## config.mk

```make
export PLATFORM = sky130hd
export DESIGN_NAME = spi_ram_ctrl_flat
export DESIGN_NICKNAME = d
export VERILOG_FILES = /design/src/rtl/spi_ram_pkg.sv /design/src/rtl/spi_ram_if.sv /design/src/rtl/spi_ram_mem.sv /design/src/rtl/spi_ram_ctrl.sv /design/src/flat_wrapper.sv
export SDC_FILE = /design/constraint.sdc
export NUM_CORES = 2
export LEC_CHECK = 0
export CAP_MARGIN = 20
export CORE_MARGIN = 5
export CORE_UTILIZATION = 40
export DETAILED_ROUTE_END_ITERATION = 8
export PLACE_DENSITY_LB_ADDON = 0.25
export SYNTH_ARGS = -nofsm -noshare
export SYNTH_HDL_FRONTEND = slang
export SYNTH_SLANG_ARGS = --single-unit
export TNS_END_PERCENT = 100
```

## constraint.sdc

```tcl
create_clock -name clk -period 6.1 [get_ports clk]
set_clock_uncertainty 0.2 [all_clocks]
set_input_delay 1.525 -clock clk [delete_from_list [all_inputs] [get_ports clk]]
set_output_delay 1.525 -clock clk [all_outputs]
set_load 0.1 [all_outputs]
```

## src/rtl/spi_ram_pkg.sv

```systemverilog
// ============================================================================
// spi_ram_pkg : shared types and widths for the SPI RAM command stage
// Revision    : 1.0
// ============================================================================
`default_nettype none

package spi_ram_pkg;

  localparam int FRAME_W = 10;
  localparam int DATA_W  = 8;

  typedef enum logic [1:0] {
    CMD_WR_ADDR = 2'b00,
    CMD_WR_DATA = 2'b01,
    CMD_RD_ADDR = 2'b10,
    CMD_RD_DATA = 2'b11
  } cmd_t;

  typedef enum logic [0:0] {
    IDLE    = 1'b0,
    TX_HOLD = 1'b1
  } state_t;

endpackage

`default_nettype wire

```

## src/rtl/spi_ram_if.sv

```systemverilog
// ============================================================================
// spi_ram_if : frame/readback bus between the SPI slave and the RAM stage
// Revision   : 1.0
// ============================================================================
`default_nettype none

interface spi_ram_if;
  import spi_ram_pkg::*;

  logic [FRAME_W-1:0] rx_data;
  logic               rx_valid;
  logic [DATA_W-1:0]  tx_data;
  logic               tx_valid;
  logic               cmd_err;

  // master = SPI slave side (issues frames), slave = RAM command stage
  modport master (output rx_data, output rx_valid,
                  input  tx_data, input  tx_valid, input cmd_err);
  modport slave  (input  rx_data, input  rx_valid,
                  output tx_data, output tx_valid, output cmd_err);

endinterface

`default_nettype wire

```

## src/rtl/spi_ram_mem.sv

```systemverilog
// ============================================================================
// spi_ram_mem : single-port byte array, synchronous write, registered read
// Revision    : 1.0
// ============================================================================
`default_nettype none

module spi_ram_mem #(
  parameter int DEPTH  = 256,
  parameter int ADDR_W = 8,
  parameter int DATA_W = 8
) (
  input  logic              clk,
  input  logic              we,
  input  logic              re,
  input  logic [ADDR_W-1:0] addr,
  input  logic [DATA_W-1:0] wdata,
  output logic [DATA_W-1:0] rdata
);

  logic [DATA_W-1:0] mem_q [DEPTH];
  logic [DATA_W-1:0] rdata_q;
  logic [DATA_W-1:0] rdata_d;

  // Read register only moves on a read so the byte stays put while held
  always_comb begin
    rdata_d = rdata_q;
    if (re) rdata_d = mem_q[addr];
  end

  always_ff @(posedge clk) begin
    if (we) mem_q[addr] <= wdata;
    rdata_q <= rdata_d;
  end

  assign rdata = rdata_q;

endmodule

`default_nettype wire

```

## src/rtl/spi_ram_ctrl.sv

```systemverilog
// ============================================================================
// spi_ram_ctrl : decodes 10-bit SPI frames into address/write/read commands
// Optional     : SPI_RAM_ADDR_AUTOINC_EN (post-access address increment)
// Revision     : 1.0
// ============================================================================
`default_nettype none

module spi_ram_ctrl
  import spi_ram_pkg::*;
#(
  parameter int MEM_DEPTH = 256,
  parameter int ADDR_SIZE = 8
) (
  input logic       clk,
  input logic       rst,
  spi_ram_if.slave  bus
);

  cmd_t                 cmd;
  logic [DATA_W-1:0]    payload;

  state_t               state_q,       state_d;
  logic [ADDR_SIZE-1:0] wr_addr_q,     wr_addr_d;
  logic [ADDR_SIZE-1:0] rd_addr_q,     rd_addr_d;
  logic                 wr_addr_vld_q, wr_addr_vld_d;
  logic                 rd_addr_vld_q, rd_addr_vld_d;
  logic                 cmd_err_q,     cmd_err_d;

  logic [ADDR_SIZE-1:0] wr_eff;
  logic [ADDR_SIZE-1:0] rd_eff;
  logic [ADDR_SIZE-1:0] mem_addr;
  logic                 mem_we;
  logic                 mem_re;
  logic [DATA_W-1:0]    mem_rdata;

  assign cmd     = cmd_t'(bus.rx_data[FRAME_W-1:DATA_W]);
  assign payload = bus.rx_data[DATA_W-1:0];

  // Data commands issued before their address load fall back to location 0
  assign wr_eff = wr_addr_vld_q ? wr_addr_q : '0;
  assign rd_eff = rd_addr_vld_q ? rd_addr_q : '0;

  always_comb begin
    state_d       = state_q;
    wr_addr_d     = wr_addr_q;
    rd_addr_d     = rd_addr_q;
    wr_addr_vld_d = wr_addr_vld_q;
    rd_addr_vld_d = rd_addr_vld_q;
    cmd_err_d     = 1'b0;
    mem_we        = 1'b0;
    mem_re        = 1'b0;
    mem_addr      = wr_eff;
    if (bus.rx_valid) begin
      state_d = (cmd == CMD_RD_DATA) ? TX_HOLD : IDLE;
      case (cmd)
        CMD_WR_ADDR: begin
          wr_addr_d     = payload[ADDR_SIZE-1:0];
          wr_addr_vld_d = 1'b1;
        end
        CMD_WR_DATA: begin
          mem_we    = 1'b1;
          mem_addr  = wr_eff;
          cmd_err_d = !wr_addr_vld_q;
`ifdef SPI_RAM_ADDR_AUTOINC_EN
          wr_addr_d = wr_eff + ADDR_SIZE'(1);
`endif
        end
        CMD_RD_ADDR: begin
          rd_addr_d     = payload[ADDR_SIZE-1:0];
          rd_addr_vld_d = 1'b1;
        end
        default: begin
          mem_re    = 1'b1;
          mem_addr  = rd_eff;
          cmd_err_d = !rd_addr_vld_q;
`ifdef SPI_RAM_ADDR_AUTOINC_EN
          rd_addr_d = rd_eff + ADDR_SIZE'(1);
`endif
        end
      endcase
    end
  end

  always_ff @(posedge clk or posedge rst) begin
    if (rst) begin
      state_q       <= IDLE;
      wr_addr_q     <= '0;
      rd_addr_q     <= '0;
      wr_addr_vld_q <= 1'b0;
      rd_addr_vld_q <= 1'b0;
      cmd_err_q     <= 1'b0;
    end else begin
      state_q       <= state_d;
      wr_addr_q     <= wr_addr_d;
      rd_addr_q     <= rd_addr_d;
      wr_addr_vld_q <= wr_addr_vld_d;
      rd_addr_vld_q <= rd_addr_vld_d;
      cmd_err_q     <= cmd_err_d;
    end
  end

  spi_ram_mem #(
    .DEPTH  (MEM_DEPTH),
    .ADDR_W (ADDR_SIZE),
    .DATA_W (DATA_W)
  ) u_mem (
    .clk   (clk),
    .we    (mem_we),
    .re    (mem_re),
    .addr  (mem_addr),
    .wdata (payload),
    .rdata (mem_rdata)
  );

  // The memory read register has no reset, so gate it with the FSM state
  assign bus.tx_valid = (state_q == TX_HOLD);
  assign bus.tx_data  = (state_q == TX_HOLD) ? mem_rdata : '0;
  assign bus.cmd_err  = cmd_err_q;

endmodule

`default_nettype wire

```

## src/flat_wrapper.sv

```systemverilog
// flat-port wrapper written by rule: the top's interface ports become plain ports
module spi_ram_ctrl_flat import spi_ram_pkg::*;
#(
  parameter int MEM_DEPTH = 256,
  parameter int ADDR_SIZE = 8
)
  (clk, rst, bus_rx_data, bus_rx_valid, bus_tx_data, bus_tx_valid, bus_cmd_err);
  spi_ram_if bus_i ();
  input logic clk;
  input logic rst;
  input wire logic [$bits(bus_i.rx_data)-1:0] bus_rx_data;
  input wire logic [$bits(bus_i.rx_valid)-1:0] bus_rx_valid;
  output wire logic [$bits(bus_i.tx_data)-1:0] bus_tx_data;
  output wire logic [$bits(bus_i.tx_valid)-1:0] bus_tx_valid;
  output wire logic [$bits(bus_i.cmd_err)-1:0] bus_cmd_err;
  assign bus_i.rx_data = bus_rx_data;
  assign bus_i.rx_valid = bus_rx_valid;
  assign bus_tx_data = bus_i.tx_data;
  assign bus_tx_valid = bus_i.tx_valid;
  assign bus_cmd_err = bus_i.cmd_err;
  spi_ram_ctrl #(.MEM_DEPTH(MEM_DEPTH), .ADDR_SIZE(ADDR_SIZE)) u_core (.clk(clk), .rst(rst), .bus(bus_i));
endmodule
```

==> flow_metrics.env <==
export IMPL_status="finished clean"
export IMPL_whs_ns=0.312
export IMPL_die_h_um=449
export IMPL_synth_ff_type="edfxtp_1"
export IMPL_io_pins=23
export IMPL_synth_top_cell_by_area="edfxtp_1"
export IMPL_required_ns=6.49
export IMPL_post_cts_buffers=0
export IMPL_synth_seq_cells=2076
export IMPL_start_util_pct=40.1
export IMPL_fmax_mhz=184
export IMPL_p_per_area_nw_per_um2=365
export IMPL_grt_antenna_before_repair=8
export IMPL_cp_common_cell="buf_12"
export IMPL_finalSetupViolCount=0
export IMPL_synthTopCellsByArea="edfxtp_1 80%, a22oi_1 10%, a21oi_1 3.3%, o41ai_1 1.5%, nor2_1 1.3%"
export IMPL_cp_top_family="compound AO/OA/AOI/OAI gates"
export IMPL_grt_max_degree=126
export IMPL_finalInstanceArea_um2=89900
export IMPL_worstRegToRegCells=10
export IMPL_min_path_type="register to register"
export IMPL_min_delay_start="u_core.rd_addr_q[7]"
export IMPL_period_needed_ns=5.43
export IMPL_maxCapViolCount=0
export IMPL_layout_drive_gt1_share_pct=16.1
export IMPL_cts_resized=0
export IMPL_start_kind="input pin"
export IMPL_r2r_start="u_core.wr_addr_vld_q"
export IMPL_yosysSeqAreaShare_pct=80.7
export IMPL_synth_edf_count=2056
export IMPL_max_slew_margin_rel_pct=24.7
export IMPL_cts_tree="built"
export IMPL_wl_per_cell_um=28.2
export IMPL_syn_area_per_cell_um2=17.1
export IMPL_cp_max_fo=115
export IMPL_synth_area_um2=77100
export IMPL_yosysUniqueCellTypes=33
export IMPL_die_w_um=449
export IMPL_tightest_slew_ns=1.12
export IMPL_rsz0062_at_grt="false"
export IMPL_peakVddDrop_uv=268
export IMPL_ys_warn_count=0
export IMPL_hold_path_depth=1
export IMPL_dieArea_um2=202000
export IMPL_maxSlewViolCount=0
export IMPL_grt_overflow_total=0
export IMPL_use_met2_pct=32.3
export IMPL_grt_first_pass_wirelength_um=310000
export IMPL_core_um2=192000
export IMPL_critPathSlowestCell="o41ai_1"
export IMPL_vias_per_cell=5.90
export IMPL_p_leak_nw=27.6
export IMPL_clk_path_buf_depth=3
export IMPL_dpl_hpwl_um=125000
export IMPL_drtAntennaViolNets=0
export IMPL_path_cells="clkdlybuf4s50_1 > nand3_4 > mux2_8 > buf_12 > buf_12 > a22oi_1 > a21oi_1 > o41ai_1 > nand4_1 > o22ai_1 > nor2_1"
export IMPL_final_nets=4883
export IMPL_grt_pass1_vias=44000
export IMPL_fill_cells=16300
export IMPL_use_met3_pct=3.78
export IMPL_crit_type="input pin to register"
export IMPL_syn_inst=4505
export IMPL_busiest_layer="met2"
export IMPL_drt_pass1_iter_count=6
export IMPL_crit_buf_inv=3
export IMPL_cts_sinks=2076
export IMPL_numCtsBuffers=204
export IMPL_drc_errors=0
export IMPL_insertion_delay_ns=0.86
export IMPL_place_area_um2=83400
export IMPL_clockRootBuffer="clkbuf_16"
export IMPL_grt_use_total_pct=20.5
export IMPL_r2r_end="u_core.u_mem.rdata[2]"
export IMPL_synth_top_area_share_pct=80.0
export IMPL_cts_clk_slew_worst_paths_ns=0.06
export IMPL_portBuffers=22
export IMPL_synthArstFlopShare_pct=0.963
export IMPL_hold_buffers=0
export IMPL_area_growth_pct=16.5
export IMPL_critical_path_arrival_ns=5.83
export IMPL_critPathMaxStageDelay_ns=0.77
export IMPL_fin_setup_tns_ns=0
export IMPL_vias=44600
export IMPL_synth_nets=4518
export IMPL_r2r_setup_slack_ns=1.44
export IMPL_holdPathEnd="u_core.rd_addr_q[7]"
export IMPL_layout_commonest_cell="edfxtp_1"
export IMPL_rows=161
export IMPL_setup_ws_ns=0.666
export IMPL_hold_violations=0
export IMPL_drt_iter0_markers=5449
export IMPL_fin_crit_sh_pct=89.1
export IMPL_h_tree_depth=4
export IMPL_post_place_ws_ns=-0.114
export IMPL_wl_um=213000
export IMPL_cp_end_kind="register"
export IMPL_place_congestion=0.831
export IMPL_power_w=0.0328
export IMPL_use_met1_pct=29.6
export IMPL_final_cell_mix="2056 x edfxtp_1, 1024 x a22oi_1, 512 x a21oi_1"
## area by class of cell
type / instances / area, um^2 / share of cell area, %
Inverter: 3 / 11.3 / 0.0125
Sequential cell: 2076 / 62200 / 69.2
Clock inverter: 134 / 1240 / 1.38
Clock buffer: 244 / 5280 / 5.87
Antenna cell: 1 / 2.50 / 0.00278
Tap cell: 2526 / 3160 / 3.52
Timing Repair Buffer: 488 / 4370 / 4.86
Multi-Input combinational cell: 2097 / 13600 / 15.1
## sequential cells by signal, indices dropped and copies added (netlist names)
signal and cells:
u_core.bus.cmd_err 1, u_core.wr_addr_vld_q 1, u_core.rd_addr_q 8, u_core.bus.tx_valid 1, u_core.rd_addr_vld_q 1, u_core.u_mem.mem_q 2048, u_core.wr_addr_q 8, u_core.u_mem.rdata 8
## stage by stage
| stage | util (%) | instances |
|---|---|---|
| after CTS | 46.8 | 7568 |
| after global placement | 43.4 | 7190 |
| after detailed placement | 43.4 | 7190 |
| after floorplan | - | 4505 |
| after global routing | 46.8 | 7568 |
| final | 46.8 | 7569 |
## layer usage
layer,vias to the layer above,wire [um]
met3,301,15900
met5,-,0
met4,0,5320
met1,23200,91500
li1,19400,-
met2,1798,101000
## power breakdown
part           total [W]  internal (W)  switching [W]
combinational    0.00478       0.00147        0.00330
clock             0.0122       0.00687        0.00538
sequential        0.0158        0.0157      0.0000334
total             0.0328        0.0241        0.00871
## cells in the mapped netlist, types with 2 or more instances
cell type / instances
inv_1: 2
o21ai_0: 3
nand4_1: 32
nand2_1: 44
nand3b_1: 6
o22ai_1: 16
buf_1: 26
nor2b_1: 3
mux2i_1: 5
and3_1: 5
a22oi_1: 1024
buf_2: 98
and2_1: 8
dfrtp_1: 20
mux2_2: 18
edfxtp_1: 2056
nand3_1: 2
a31o_2: 4
nor2_1: 276
clkbuf_1: 189
buf_4: 3
o41ai_1: 128
a21oi_1: 512
a31oi_1: 4
buf_6: 13
## worst register-to-register path, cell delays in order (launching register included)
cell	delay, ns
dfrtp_1	0.75
o21ai_0	0.25
mux2_8	0.50
buf_12	0.33
buf_12	0.37
a22oi_1	0.21
a21oi_1	0.10
o41ai_1	0.77
nand4_1	0.35
o22ai_1	0.49
nor2_1	0.09
## cells by family after synthesis
| logic type | Yosys count | share of synthesized area (%) |
|---|---|---|
| and+or+nand+nor | 381 | 2.08 |
| muxes | 25 | 0.360 |
| AOI/OAI and AO/OA | 1691 | 15.0 |
| buffers and inverters | 332 | 1.92 |
| DFF | 2076 | 80.7 |
## how the worst max path moves through the flow
stage | endpoint | slack [ns] | cells past startpoint | startpoint
after global routing | u_core.u_mem.rdata[0] | 0.61 | 12 | bus_rx_data[9]
after CTS | u_core.u_mem.rdata[6] | 0.81 | 11 | bus_rx_data[9]
after global placement | u_core.u_mem.rdata[0] | -0.06 | 10 | bus_rx_data[9]
final | u_core.u_mem.rdata[2] | 0.67 | 11 | bus_rx_data[9]
after floorplan | u_core.u_mem.mem_q[114][0] | 1.72 | 10 | bus_rx_data[9]
after detailed placement | u_core.u_mem.rdata[6] | -0.11 | 11 | bus_rx_data[9]
Power figures use the tool's default switching activity.
